`src/rtl/regfile_pkg.sv`:
```
// Shared constants and FSM state encoding for the 8x16 register file.
// REGFILE_BYPASS_EN (in regfile_8x16) selects write-to-read forwarding.
package regfile_pkg;

    localparam int DATA_W   = 16;
    localparam int NUM_REGS = 8;
    localparam int ADDR_W   = $clog2(NUM_REGS);

    // One-bit state register kept as plain logic constants for older tool flows
    typedef logic [0:0] state_t;
    localparam state_t IDLE  = 1'b0;
    localparam state_t CLEAR = 1'b1;

endpackage

```
`src/rtl/reg16_ce.sv`:
```
// Single storage register with clock enable and asynchronous active-low clear.
module reg16_ce #(
    parameter int DATA_W = regfile_pkg::DATA_W
) (
    input  logic              clk,
    input  logic              rst_n,
    input  logic              en,
    input  logic [DATA_W-1:0] d,
    output logic [DATA_W-1:0] q
);

    always_ff @(posedge clk or negedge rst_n) begin
        if (!rst_n) begin
            q <= '0;
        end else if (en) begin
            q <= d;
        end
    end

endmodule

```
`src/rtl/regfile_8x16.sv`:
```
// Register file with two registered read ports, one handshaked write port and a
// sequential clear engine. Define REGFILE_BYPASS_EN to forward same-edge writes to reads.
module regfile_8x16 #(
    parameter int DATA_W    = regfile_pkg::DATA_W,
    parameter int NUM_REGS  = regfile_pkg::NUM_REGS,
    localparam int ADDR_W   = $clog2(NUM_REGS)
) (
    input  logic              clk,
    input  logic              rst_n,
    input  logic              wr_valid,
    output logic              wr_ready,
    input  logic [ADDR_W-1:0] wr_addr,
    input  logic [DATA_W-1:0] wr_data,
    input  logic [ADDR_W-1:0] rd_addr_a,
    input  logic [ADDR_W-1:0] rd_addr_b,
    output logic [DATA_W-1:0] rd_data_a,
    output logic [DATA_W-1:0] rd_data_b,
    input  logic              clr_req,
    output logic              busy
);

    import regfile_pkg::state_t;
    import regfile_pkg::IDLE;
    import regfile_pkg::CLEAR;

    state_t              state;
    logic [ADDR_W-1:0]   clr_cnt;
    logic [DATA_W-1:0]   regs [NUM_REGS];
    logic [NUM_REGS-1:0] reg_en;
    logic [DATA_W-1:0]   load_val;
    logic                clearing;
    logic                wr_fire;
    logic                last_clr;
    logic                fwd_a;
    logic                fwd_b;

    assign clearing = (state == CLEAR);
    assign wr_ready = (state == IDLE);
    assign busy     = clearing;
    assign wr_fire  = wr_valid && wr_ready;
    assign last_clr = (clr_cnt == ADDR_W'(NUM_REGS - 1));
    assign load_val = clearing ? '0 : wr_data;

    // clr_req is only looked at in IDLE, so a re-pulse mid-clear cannot restart it
    always_ff @(posedge clk or negedge rst_n) begin
        if (!rst_n) begin
            state   <= IDLE;
            clr_cnt <= '0;
        end else if (state == IDLE) begin
            if (clr_req) begin
                state   <= CLEAR;
                clr_cnt <= '0;
            end
        end else begin
            if (last_clr) begin
                state   <= IDLE;
                clr_cnt <= '0;
            end else begin
                clr_cnt <= clr_cnt + ADDR_W'(1);
            end
        end
    end

    for (genvar i = 0; i < NUM_REGS; i++) begin : g_reg
        assign reg_en[i] = (clearing && (clr_cnt == ADDR_W'(i)))
                         || (wr_fire && (wr_addr == ADDR_W'(i)));

        reg16_ce #(
            .DATA_W (DATA_W)
        ) u_reg (
            .clk   (clk),
            .rst_n (rst_n),
            .en    (reg_en[i]),
            .d     (load_val),
            .q     (regs[i])
        );
    end

    // Forwarding keys off wr_fire, which is never set while clearing
`ifdef REGFILE_BYPASS_EN
    assign fwd_a = wr_fire && (wr_addr == rd_addr_a);
    assign fwd_b = wr_fire && (wr_addr == rd_addr_b);
`else
    assign fwd_a = 1'b0;
    assign fwd_b = 1'b0;
`endif

    always_ff @(posedge clk or negedge rst_n) begin
        if (!rst_n) begin
            rd_data_a <= '0;
            rd_data_b <= '0;
        end else begin
            rd_data_a <= fwd_a ? wr_data : regs[rd_addr_a];
            rd_data_b <= fwd_b ? wr_data : regs[rd_addr_b];
        end
    end

endmodule

```
`config.mk`:
```
export PLATFORM = sky130hd
export DESIGN_NAME = regfile_8x16
export DESIGN_NICKNAME = d
export VERILOG_FILES = /design/src/rtl/regfile_pkg.sv /design/src/rtl/reg16_ce.sv /design/src/rtl/regfile_8x16.sv
export SDC_FILE = /design/constraint.sdc
export NUM_CORES = 1
export LEC_CHECK = 0
export CAP_MARGIN = 20
export CORE_ASPECT_RATIO = 0.7
export CORE_UTILIZATION = 40
export CTS_BUF_LIST = sky130_fd_sc_hd__clkbuf_2 sky130_fd_sc_hd__clkbuf_4 sky130_fd_sc_hd__clkbuf_8
export CTS_CLUSTER_SIZE = 8
export DETAILED_ROUTE_END_ITERATION = 10
export PLACE_DENSITY = 0.62
export SKIP_CTS_REPAIR_TIMING = 1
export SLEW_MARGIN = 25
export SYNTH_ARGS = -nofsm -noshare
export SYNTH_HDL_FRONTEND = slang
export SYNTH_SLANG_ARGS = --single-unit
```
`constraint.sdc`:
```
create_clock -name clk -period 2.5 [get_ports clk]
set_input_delay 0.75 -clock clk [delete_from_list [all_inputs] [get_ports clk]]
set_output_delay 0.75 -clock clk [all_outputs]
set_load 0.01 [all_outputs]
```
==> results.json, run 1 <==
{
  "run_status": "finished, final reports clean",
  "totalNegativeSetupSlack_ns": 0,
  "power.density_nw_per_um2": 866.4,
  "finalHoldWorstSlack_ns": 0.2480,
  "synthesis.area_per_instance_um2": 13.56,
  "design.final.nets": 733,
  "dpl_cell_area_um2": 9592,
  "grt_usage": 0.2185,
  "wl_per_cell_um": 23.24,
  "design.die.area_um2": 21960,
  "yosys.cell_types.count": 27,
  "final_period_minus_worst_setup_slack_ns": 2.364,
  "end_kind": "output port",
  "areaGrowthSynthToFinish_pct": 16.59,
  "cts.htree.levels": 4,
  "timing.final.max_slew_violations": 0,
  "max_cap_violations": 0,
  "syn_area_um2": 8546,
  "std_cell_rows": 44,
  "initial_core_util": 0.4107,
  "fmax_ghz": 0.4230,
  "clk_transition_reported_paths_ns": 0.09,
  "antenna_violations_before_repair": 0,
  "drive_gt1_frac": 0.1537,
  "critical-path-slowest-cell": "sky130_fd_sc_hd__clkdlybuf4s50_1",
  "p_total_mw": 8.632,
  "filler_cell_count": 1759,
  "crit_fanout": 16,
  "globalplace.congestion": 0.7829,
  "path_buf_inv": 2,
  "timing.critical_path.arrival_ns": 1.61,
  "grtUsageMet1": 0.2906,
  "viasPerCell": 5.661,
  "critical_path.cell_chain": "inv_1, clkdlybuf4s50_1",
  "half_perimeter_wire_length_of_the_detailed_placement_result_mm": 13.93,
  "layout_common_cells": "sky130_fd_sc_hd__dfrtp_1 (163), sky130_fd_sc_hd__nand2_1 (150), sky130_fd_sc_hd__mux2i_1 (128)",
  "pre_cts_slack_ns": 0.1767,
  "chipHeight_um": 124.3,
  "worst_path_dominant_cell_family": "buffers and inverters",
  "seq_area_um2": 4105,
  "multi_input_area_um2": 4093,
  "asyncSetResetFlopFracSynth": 1.000,
  "die_x_um": 176.7,
  "postSynth.topFlopCell": "sky130_fd_sc_hd__dfrtp_1",
  "count_of_boundary_i_o_pins": 63,
  "core-area_um2": 20810,
  "timing.clock.skew_ns": 0.01351,
  "route.antenna.remaining_nets": 0,
  "placement.io_buffers": 62,
  "synth-warning-count": 0,
  "global_route.usage.met2": 0.3522,
  "worst_path_largest_cell_delay_ns": 0.53,
  "insertion_delay_ns": 0.46,
  "power.static_leakage_nw": 4.950,
  "worstReg2RegStart": "busy",
  "vdd_ir_drop_max_v": 0.0003376,
  "total_of_flip_flops_plus_latches_after_synthesis": 164,
  "largest_net_degree_at_the_start_of_global_routing": 53,
  "post-route-worst-setup-slack_ns": 0.1361,
  "cts_inserted_buffers": 17,
  "finalCoreUtilization": 0.4788,
  "path_class": "flip-flop to output port",
  "vias_after_detailed_routing": 5576,
  "synth_enable_flop_cells": 0,
  "synth.net_count": 665,
  "grt_pass1_vias": 5870,
  "crit_start": "busy",
  "number_of_failing_hold_endpoints_at_the_final_stage": 0,
  "drt_iter0_drc": 523,
  "drt_pass1_iterations": 4,
  "timing.critical_path.required_ns": 1.75,
  "tightest_slew_ns": 0.5515,
  "grt_first_pass_wirelength_mm": 35.13,
  "synth_seq_area_share": 0.4802,
  "final_cells": 985,
  "timing.slew.headroom": 0.6323,
  "grt.overflow.total": 0,
  "drt-total-wl_mm": 22.89,
  "cts_tree": "done",
  "root_buffer": "sky130_fd_sc_hd__clkbuf_8",
  "final_common_cell": "sky130_fd_sc_hd__dfrtp_1",
  "rsz0062_at_grt": "false",
  "stdcell_area_um2": 9963,
  "num_antenna_cells": 0,
  "netlist_instances": 630,
  "clock-sinks": 164,
  "most_congested_layer_reported_by_global_routing": "met2",
  "hold_path.class": "input pin to async pin",
  "place_inst": 955,
  "setup_viol": 0,
  "timing.critical_path.from_type": "flip-flop",
  "finalCritPeriodShare": 0.9456,
  "groute.layer.met3.usage": 0.05128,
  "cts_max_path_buffers": 2,
  "drc": 0
}
path summary, 6_finish.rpt:
kind | endpoint | slack [ns] | depth (start not counted)
worst max-delay path | wr_ready | 0.14 | 2
worst min-delay path | g_reg[7].u_reg.q[8] | 0.25 | 1
worst max register to register | g_reg[5].u_reg.q[14] | 0.81 | 4
worst min register to register | g_reg[1].u_reg.q[4] | 0.54 | 2
max in group asynchronous | g_reg[2].u_reg.q[10] | 1.51 | 2
min in group clk | g_reg[1].u_reg.q[4] | 0.54 | 2
cell families after synthesis:
logic type               synth area share
multiplexers                       0.3854
AND/OR/NAND/NOR                   0.08038
flip-flops                         0.4802
buffers and inverters             0.04202
adder cells (fa/ha/maj)          0.008785
AO/OA/AOI/OAI                    0.003222
area by class of cell:
cell class | count | area share
clock buffer | 27 | 0.03541
tap | 276 | 0.03466
inverter | 20 | 0.007535
timing repair buffer | 92 | 0.09783
multi-input combinational | 403 | 0.4108
clock inverter | 3 | 0.001758
sequential | 164 | 0.4120
sequential cells by signal (all words and copies together), names as in the netlist:
name	count
rd_data_a	16
g.u_reg.q	128
busy	1
clr_cnt	3
rd_data_b	16
synthesized netlist by cell type, types with 2 or more instances:
| cell type | instances | area (µm²) |
|---|---|---|
| sky130_fd_sc_hd__nand2_1 | 150 | 563.0 |
| sky130_fd_sc_hd__mux4_1 | 56 | 1471 |
| sky130_fd_sc_hd__buf_1 | 6 | 22.52 |
| sky130_fd_sc_hd__mux4_2 | 8 | 180.2 |
| sky130_fd_sc_hd__dfrtp_1 | 164 | 4104 |
| sky130_fd_sc_hd__buf_6 | 12 | 135.1 |
| sky130_fd_sc_hd__nor3b_1 | 2 | 15.01 |
| sky130_fd_sc_hd__mux2_2 | 32 | 360.4 |
| sky130_fd_sc_hd__nor2_1 | 3 | 11.26 |
| sky130_fd_sc_hd__clkbuf_2 | 2 | 10.01 |
| sky130_fd_sc_hd__buf_4 | 6 | 45.04 |
| sky130_fd_sc_hd__nand3b_1 | 6 | 45.04 |
| sky130_fd_sc_hd__buf_2 | 6 | 30.03 |
| sky130_fd_sc_hd__mux2i_1 | 128 | 1281 |
| sky130_fd_sc_hd__inv_1 | 20 | 75.07 |
| sky130_fd_sc_hd__ha_1 | 6 | 75.07 |
| sky130_fd_sc_hd__nand3_1 | 3 | 15.01 |
| sky130_fd_sc_hd__clkbuf_1 | 11 | 41.29 |
power breakdown:
part,internal (mW),switching (mW)
logic,1.39,1.37
registers,3.44,0.604
clock network,0.894,0.936
per-layer routing:
layer | part of all wire | vias to the layer above
met3 | 0.045 | 40
met5 | 0 | -
met1 | 0.45 | 2951
met4 | 0.024 | 0
met2 | 0.49 | 147
li1 | - | 2438
(Power assumes the default switching activity.)
==> run 2, diff against run 1 <==
--- a/config.mk
+++ b/config.mk
@@ -7,11 +7,11 @@
 export LEC_CHECK = 0
 export CAP_MARGIN = 20
 export CORE_ASPECT_RATIO = 0.7
-export CORE_UTILIZATION = 40
+export CORE_UTILIZATION = 48
 export CTS_BUF_LIST = sky130_fd_sc_hd__clkbuf_2 sky130_fd_sc_hd__clkbuf_4 sky130_fd_sc_hd__clkbuf_8
 export CTS_CLUSTER_SIZE = 8
 export DETAILED_ROUTE_END_ITERATION = 10
-export PLACE_DENSITY = 0.62
+export PLACE_DENSITY = 0.71
 export SKIP_CTS_REPAIR_TIMING = 1
 export SLEW_MARGIN = 25
 export SYNTH_ARGS = -nofsm -noshare
==> results.json, run 2 (same netlist as run 1, synthesis figures left out) <==
{
  "drc": 0,
  "crit_fanout": 16,
  "grt.overflow.total": 0,
  "globalplace.congestion": 0.7775,
  "grt_usage": 0.2563,
  "run_status": "finished, final reports clean",
  "core-area_um2": 17270,
  "count_of_boundary_i_o_pins": 63,
  "number_of_failing_hold_endpoints_at_the_final_stage": 0,
  "pre_cts_slack_ns": 0.1959,
  "reg2regPathDepth": 4,
  "critical_path.reg2reg.endpoint": "g_reg[5].u_reg.q[12]",
  "finalCoreUtilization": 0.5755,
  "clk_transition_reported_paths_ns": 0.09,
  "design.die.area_um2": 18350,
  "totalNegativeSetupSlack_ns": 0,
  "largest_register_ffs": 128,
  "route.top_layer_used": "met4",
  "wl_per_cell_um": 23.37,
  "half_perimeter_wire_length_of_the_detailed_placement_result_mm": 13.38,
  "vias_after_detailed_routing": 5514,
  "cts_inserted_buffers": 17,
  "wl_met2_mm": 10.67,
  "path_buf_inv": 2,
  "power.density_nw_per_um2": 898.5,
  "critical_path.cell_chain": "inv_1, clkdlybuf4s50_1",
  "critical-path-slowest-cell": "sky130_fd_sc_hd__clkdlybuf4s50_1",
  "antenna_violations_before_repair": 0,
  "met3RoutedLength_mm": 2.067,
  "timing.critical_path.from_type": "flip-flop",
  "drt_pass1_iterations": 4,
  "end_kind": "output port",
  "route.antenna.remaining_nets": 0,
  "timing.clock.skew_ns": 0.01179,
  "die_x_um": 161.5,
  "initial_core_util": 0.4949,
  "drt-total-wl_mm": 21.92,
  "worst_path_dominant_cell_family": "buffers and inverters",
  "drt_iter0_drc": 416,
  "std_cell_rows": 40,
  "final_period_minus_worst_setup_slack_ns": 2.401,
  "fmax_ghz": 0.4165,
  "viasPerCell": 5.878,
  "reg_top3": "g.u_reg.q x128, rd_data_a x16, rd_data_b x16",
  "timing.critical_path.arrival_ns": 1.65,
  "timing.critical_path.required_ns": 1.75,
  "layout_common_cells": "sky130_fd_sc_hd__dfrtp_1 (163), sky130_fd_sc_hd__nand2_1 (150), sky130_fd_sc_hd__mux2i_1 (128)",
  "tightest_slew_ns": 0.4916,
  "timing.slew.headroom": 0.6723,
  "timing.final.max_slew_violations": 0,
  "cts.htree.levels": 4,
  "largest_register": "g.u_reg.q",
  "grt_first_pass_wirelength_mm": 34.38,
  "power.static_leakage_nw": 4.942,
  "worstReg2RegStart": "busy",
  "largest_net_degree_at_the_start_of_global_routing": 92,
  "path_class": "flip-flop to output port",
  "cts_tree": "done",
  "final_common_cell": "sky130_fd_sc_hd__dfrtp_1",
  "grt_pass1_vias": 5994,
  "vdd_ir_drop_max_v": 0.0005536,
  "drt-met1-wl_mm": 8.844,
  "areaGrowthSynthToFinish_pct": 16.28,
  "insertion_delay_ns": 0.47,
  "hold_path.class": "input pin to async pin",
  "placement.io_buffers": 62,
  "timing.reg2reg.setup_slack_ns": 0.80,
  "finalCritPeriodShare": 0.9604,
  "setup_viol": 0,
  "cts_max_path_buffers": 2,
  "worst_path_largest_cell_delay_ns": 0.54,
  "max_cap_violations": 0,
  "root_buffer": "sky130_fd_sc_hd__clkbuf_8",
  "rsz0062_at_grt": "false",
  "drive_gt1_frac": 0.1513,
  "chipHeight_um": 113.6,
  "clock-sinks": 164,
  "post-route-worst-setup-slack_ns": 0.09889,
  "design.final.nets": 729,
  "num_antenna_cells": 0
}
[run 2: changes by cell type in the layout (fill, tap and decap cells not counted), sizes merged]
cell,delta
clkinv,+2
clkinvlp,+4
bufinv,+4
clkbuf,-8
buf,-4
[run 2: cell type report]
type,count,area [µm²]
tap,231,289.0
multi-input combinational,403,4093
clock inverter,13,181.4
timing repair buffer,88,932.1
sequential,164,4105
inverter,20,75.07
clock buffer,19,261.5
fill,1373,7330
[run 2: routing by layer]
layer,global-route usage,vias up
met1,0.3389,2855
met4,0.09811,0
met2,0.4158,226
met3,0.05855,24
met5,0,-
li1,-,2409
[run 2: how the worst max path moves through the flow]
stage	from	endpoint	depth (start not counted)
final	busy	wr_ready	2
after global routing	busy	wr_ready	2
after CTS	busy	busy	1
after detailed placement	wr_addr[0]	g_reg[3].u_reg.q[11]	5
after global placement	rd_addr_b[2]	rd_data_b[11]	4
after floorplan	rd_addr_a[1]	rd_data_a[0]	4
[run 2: through the flow]
step / hold WS [ns] / std cells / total power [mW] / cell area, µm²
final: 0.2716 / 938 / 8.929 / 9937
after CTS: 0.2716 / 938 / 8.961 / 9936
after global placement: 0.5149 / 906 / 6.613 / 9493
after detailed placement: 0.5308 / 906 / 6.809 / 9493
after global routing: 0.2786 / 938 / 9.395 / 9937
after floorplan: 0.4544 / 630 / 5.557 / 8546
[run 2: report_power, final]
part           total (mW)  switching [mW]  internal, mW
combinational        2.74            1.35          1.39
sequential           4.04           0.606          3.44
clock                2.15            1.01          1.14
==> run 3, diff against run 2 <==
--- a/config.mk
+++ b/config.mk
@@ -6,12 +6,12 @@
 export NUM_CORES = 1
 export LEC_CHECK = 0
 export CAP_MARGIN = 20
-export CORE_ASPECT_RATIO = 0.7
-export CORE_UTILIZATION = 48
+export CORE_ASPECT_RATIO = 1.2
+export CORE_UTILIZATION = 28
 export CTS_BUF_LIST = sky130_fd_sc_hd__clkbuf_2 sky130_fd_sc_hd__clkbuf_4 sky130_fd_sc_hd__clkbuf_8
 export CTS_CLUSTER_SIZE = 8
 export DETAILED_ROUTE_END_ITERATION = 10
-export PLACE_DENSITY = 0.71
+export PLACE_DENSITY = 0.48
 export SKIP_CTS_REPAIR_TIMING = 1
 export SLEW_MARGIN = 25
 export SYNTH_ARGS = -nofsm -noshare
==> results.json, run 3 (same netlist as run 1, synthesis figures left out) <==
{
  "reg_top3": "g.u_reg.q x128, rd_data_a x16, rd_data_b x16",
  "critical-path-slowest-cell": "sky130_fd_sc_hd__clkdlybuf4s50_1",
  "cts_inserted_buffers": 17,
  "internal_power_mw": 5.771,
  "wl_per_cell_um": 22.72,
  "crit_fanout": 5,
  "drc": 0,
  "largest_net_degree_at_the_start_of_global_routing": 52,
  "power.share.switching": 0.3443,
  "timing.critical_path.from_type": "flip-flop",
  "core-area_um2": 29780,
  "insertion_delay_ns": 0.46,
  "worstReg2RegStart": "clr_cnt[0]",
  "grt.overflow.total": 0,
  "drt_iter0_drc": 286,
  "chipHeight_um": 193.4,
  "reg2regPathDepth": 6,
  "route.antenna.remaining_nets": 0,
  "design.die.area_um2": 31230,
  "grt_first_pass_wirelength_mm": 37.98,
  "placement.io_buffers": 62,
  "cts_tree": "done",
  "root_buffer": "sky130_fd_sc_hd__clkbuf_8",
  "largest_register_ffs": 128,
  "num_antenna_cells": 0,
  "timing.critical_path.required_ns": 1.75,
  "drt_pass1_iterations": 4,
  "timing.slew.headroom": 0.6349,
  "final_period_minus_worst_setup_slack_ns": 2.265,
  "power_frac_clock": 0.223,
  "areaGrowthSynthToFinish_pct": 19.33,
  "timing.clock.skew_ns": 0.01418,
  "crit_start": "busy",
  "globalplace.congestion": 0.7264,
  "cts.htree.levels": 4,
  "drive_gt1_frac": 0.1547,
  "initial_core_util": 0.2869,
  "critical_path.reg2reg.endpoint": "g_reg[7].u_reg.q[15]",
  "vdd_ir_drop_max_v": 0.0004545,
  "filler_cell_count": 2881,
  "grt_usage": 0.1668,
  "std_cell_rows": 69,
  "worst_path_largest_cell_delay_ns": 0.53,
  "clock-sinks": 164,
  "power.density_nw_per_um2": 863.1,
  "grt_pass1_vias": 5995,
  "finalCritPeriodShare": 0.9060,
  "cts_max_path_buffers": 2,
  "rsz0062_at_grt": "false",
  "max_cap_violations": 0,
  "viasPerCell": 4.973,
  "antenna_violations_before_repair": 0,
  "path_class": "flip-flop to output port",
  "power.static_leakage_nw": 4.980,
  "end_kind": "output port",
  "power.net_switching_mw": 3.030,
  "gate_power_share": 0.321,
  "timing.reg2reg.setup_slack_ns": 0.89,
  "largest_register": "g.u_reg.q",
  "totalNegativeSetupSlack_ns": 0,
  "clk_transition_reported_paths_ns": 0.10,
  "die_x_um": 161.5,
  "drt-total-wl_mm": 25.02,
  "vias_after_detailed_routing": 5475,
  "half_perimeter_wire_length_of_the_detailed_placement_result_mm": 15.51,
  "design.final.nets": 733,
  "layout_common_cells": "sky130_fd_sc_hd__dfrtp_1 (164), sky130_fd_sc_hd__nand2_1 (150), sky130_fd_sc_hd__mux2i_1 (128)",
  "timing.final.max_slew_violations": 0,
  "fmax_ghz": 0.4415,
  "count_of_boundary_i_o_pins": 63,
  "share_seq_of_total_power": 0.456,
  "endpoint": "wr_ready",
  "tightest_slew_ns": 0.5477,
  "setup_viol": 0,
  "final_common_cell": "sky130_fd_sc_hd__dfrtp_1",
  "timing.critical_path.arrival_ns": 1.52,
  "critical_path.cell_chain": "inv_1, clkdlybuf4s50_1",
  "run_status": "finished, final reports clean",
  "hold_path.class": "input pin to async pin",
  "number_of_failing_hold_endpoints_at_the_final_stage": 0,
  "finalHoldWorstSlack_ns": 0.2430
}
-- run 3: worst min path at each step --
| stage | startpoint | endpoint | slack [ns] | depth (start not counted) |
|---|---|---|---|---|
| finish | rst_n | g_reg[3].u_reg.q[13] | 0.24 | 1 |
| global route | rst_n | g_reg[5].u_reg.q[12] | 0.25 | 1 |
| global placement | g_reg[6].u_reg.q[15] | g_reg[6].u_reg.q[15] | 0.52 | 2 |
| detailed placement | g_reg[3].u_reg.q[10] | g_reg[3].u_reg.q[10] | 0.53 | 2 |
| floorplan | rst_n | busy | 0.45 | 0 |
| CTS | rst_n | g_reg[7].u_reg.q[12] | 0.24 | 1 |
-- run 3: power groups by stage --
stage	combinational (mW)	sequential (mW)	clock, mW
after global routing	3.08	4.12	2.14
final	2.82	4.01	1.97
after detailed placement	2.85	4.07	0
after CTS	2.87	4.02	2.03
after global placement	2.77	4.03	0
after floorplan	1.65	3.91	0
-- run 3: area by class of cell --
| type | count | area (µm²) | share of cell area |
|---|---|---|---|
| inverter | 20 | 75.07 | 0.007362 |
| timing repair buffer | 92 | 1037 | 0.1017 |
| multi-input combinational | 403 | 4093 | 0.4013 |
| sequential | 164 | 4104 | 0.4025 |
| tap | 390 | 488.0 | 0.04785 |
| clock inverter | 14 | 152.6 | 0.01497 |
| clock buffer | 18 | 247.7 | 0.02429 |
-- run 3: per-stage QoR --
step	total power [mW]	utilization	worst slack [ns]	cell area, µm²	instances
floorplan	5.557	-	0.5918	8546	630
global route	9.341	0.3424	0.1613	10200	1101
detailed placement	6.923	0.3289	0.1478	9797	1069
CTS	8.925	0.3424	0.1885	10200	1101
finish	8.802	0.3424	0.2350	10200	1101
global placement	6.805	0.3289	0.1919	9797	1069
-- run 3: critical path, delay by kind of cell, from the launching register on --
family	cells	cell delay, ns
buffers and inverters	2	0.62
flip-flops	1	0.44
-- run 3: layer usage --
layer	track usage	wire length (µm)	part of all wire	vias to the layer above
li1	-	-	-	2429
met1	0.2256	10760	0.43	2876
met2	0.2755	12370	0.49	155
met3	0.02937	1693	0.068	15
met4	0.04123	193	0.0077	0
met5	0	0	0	-
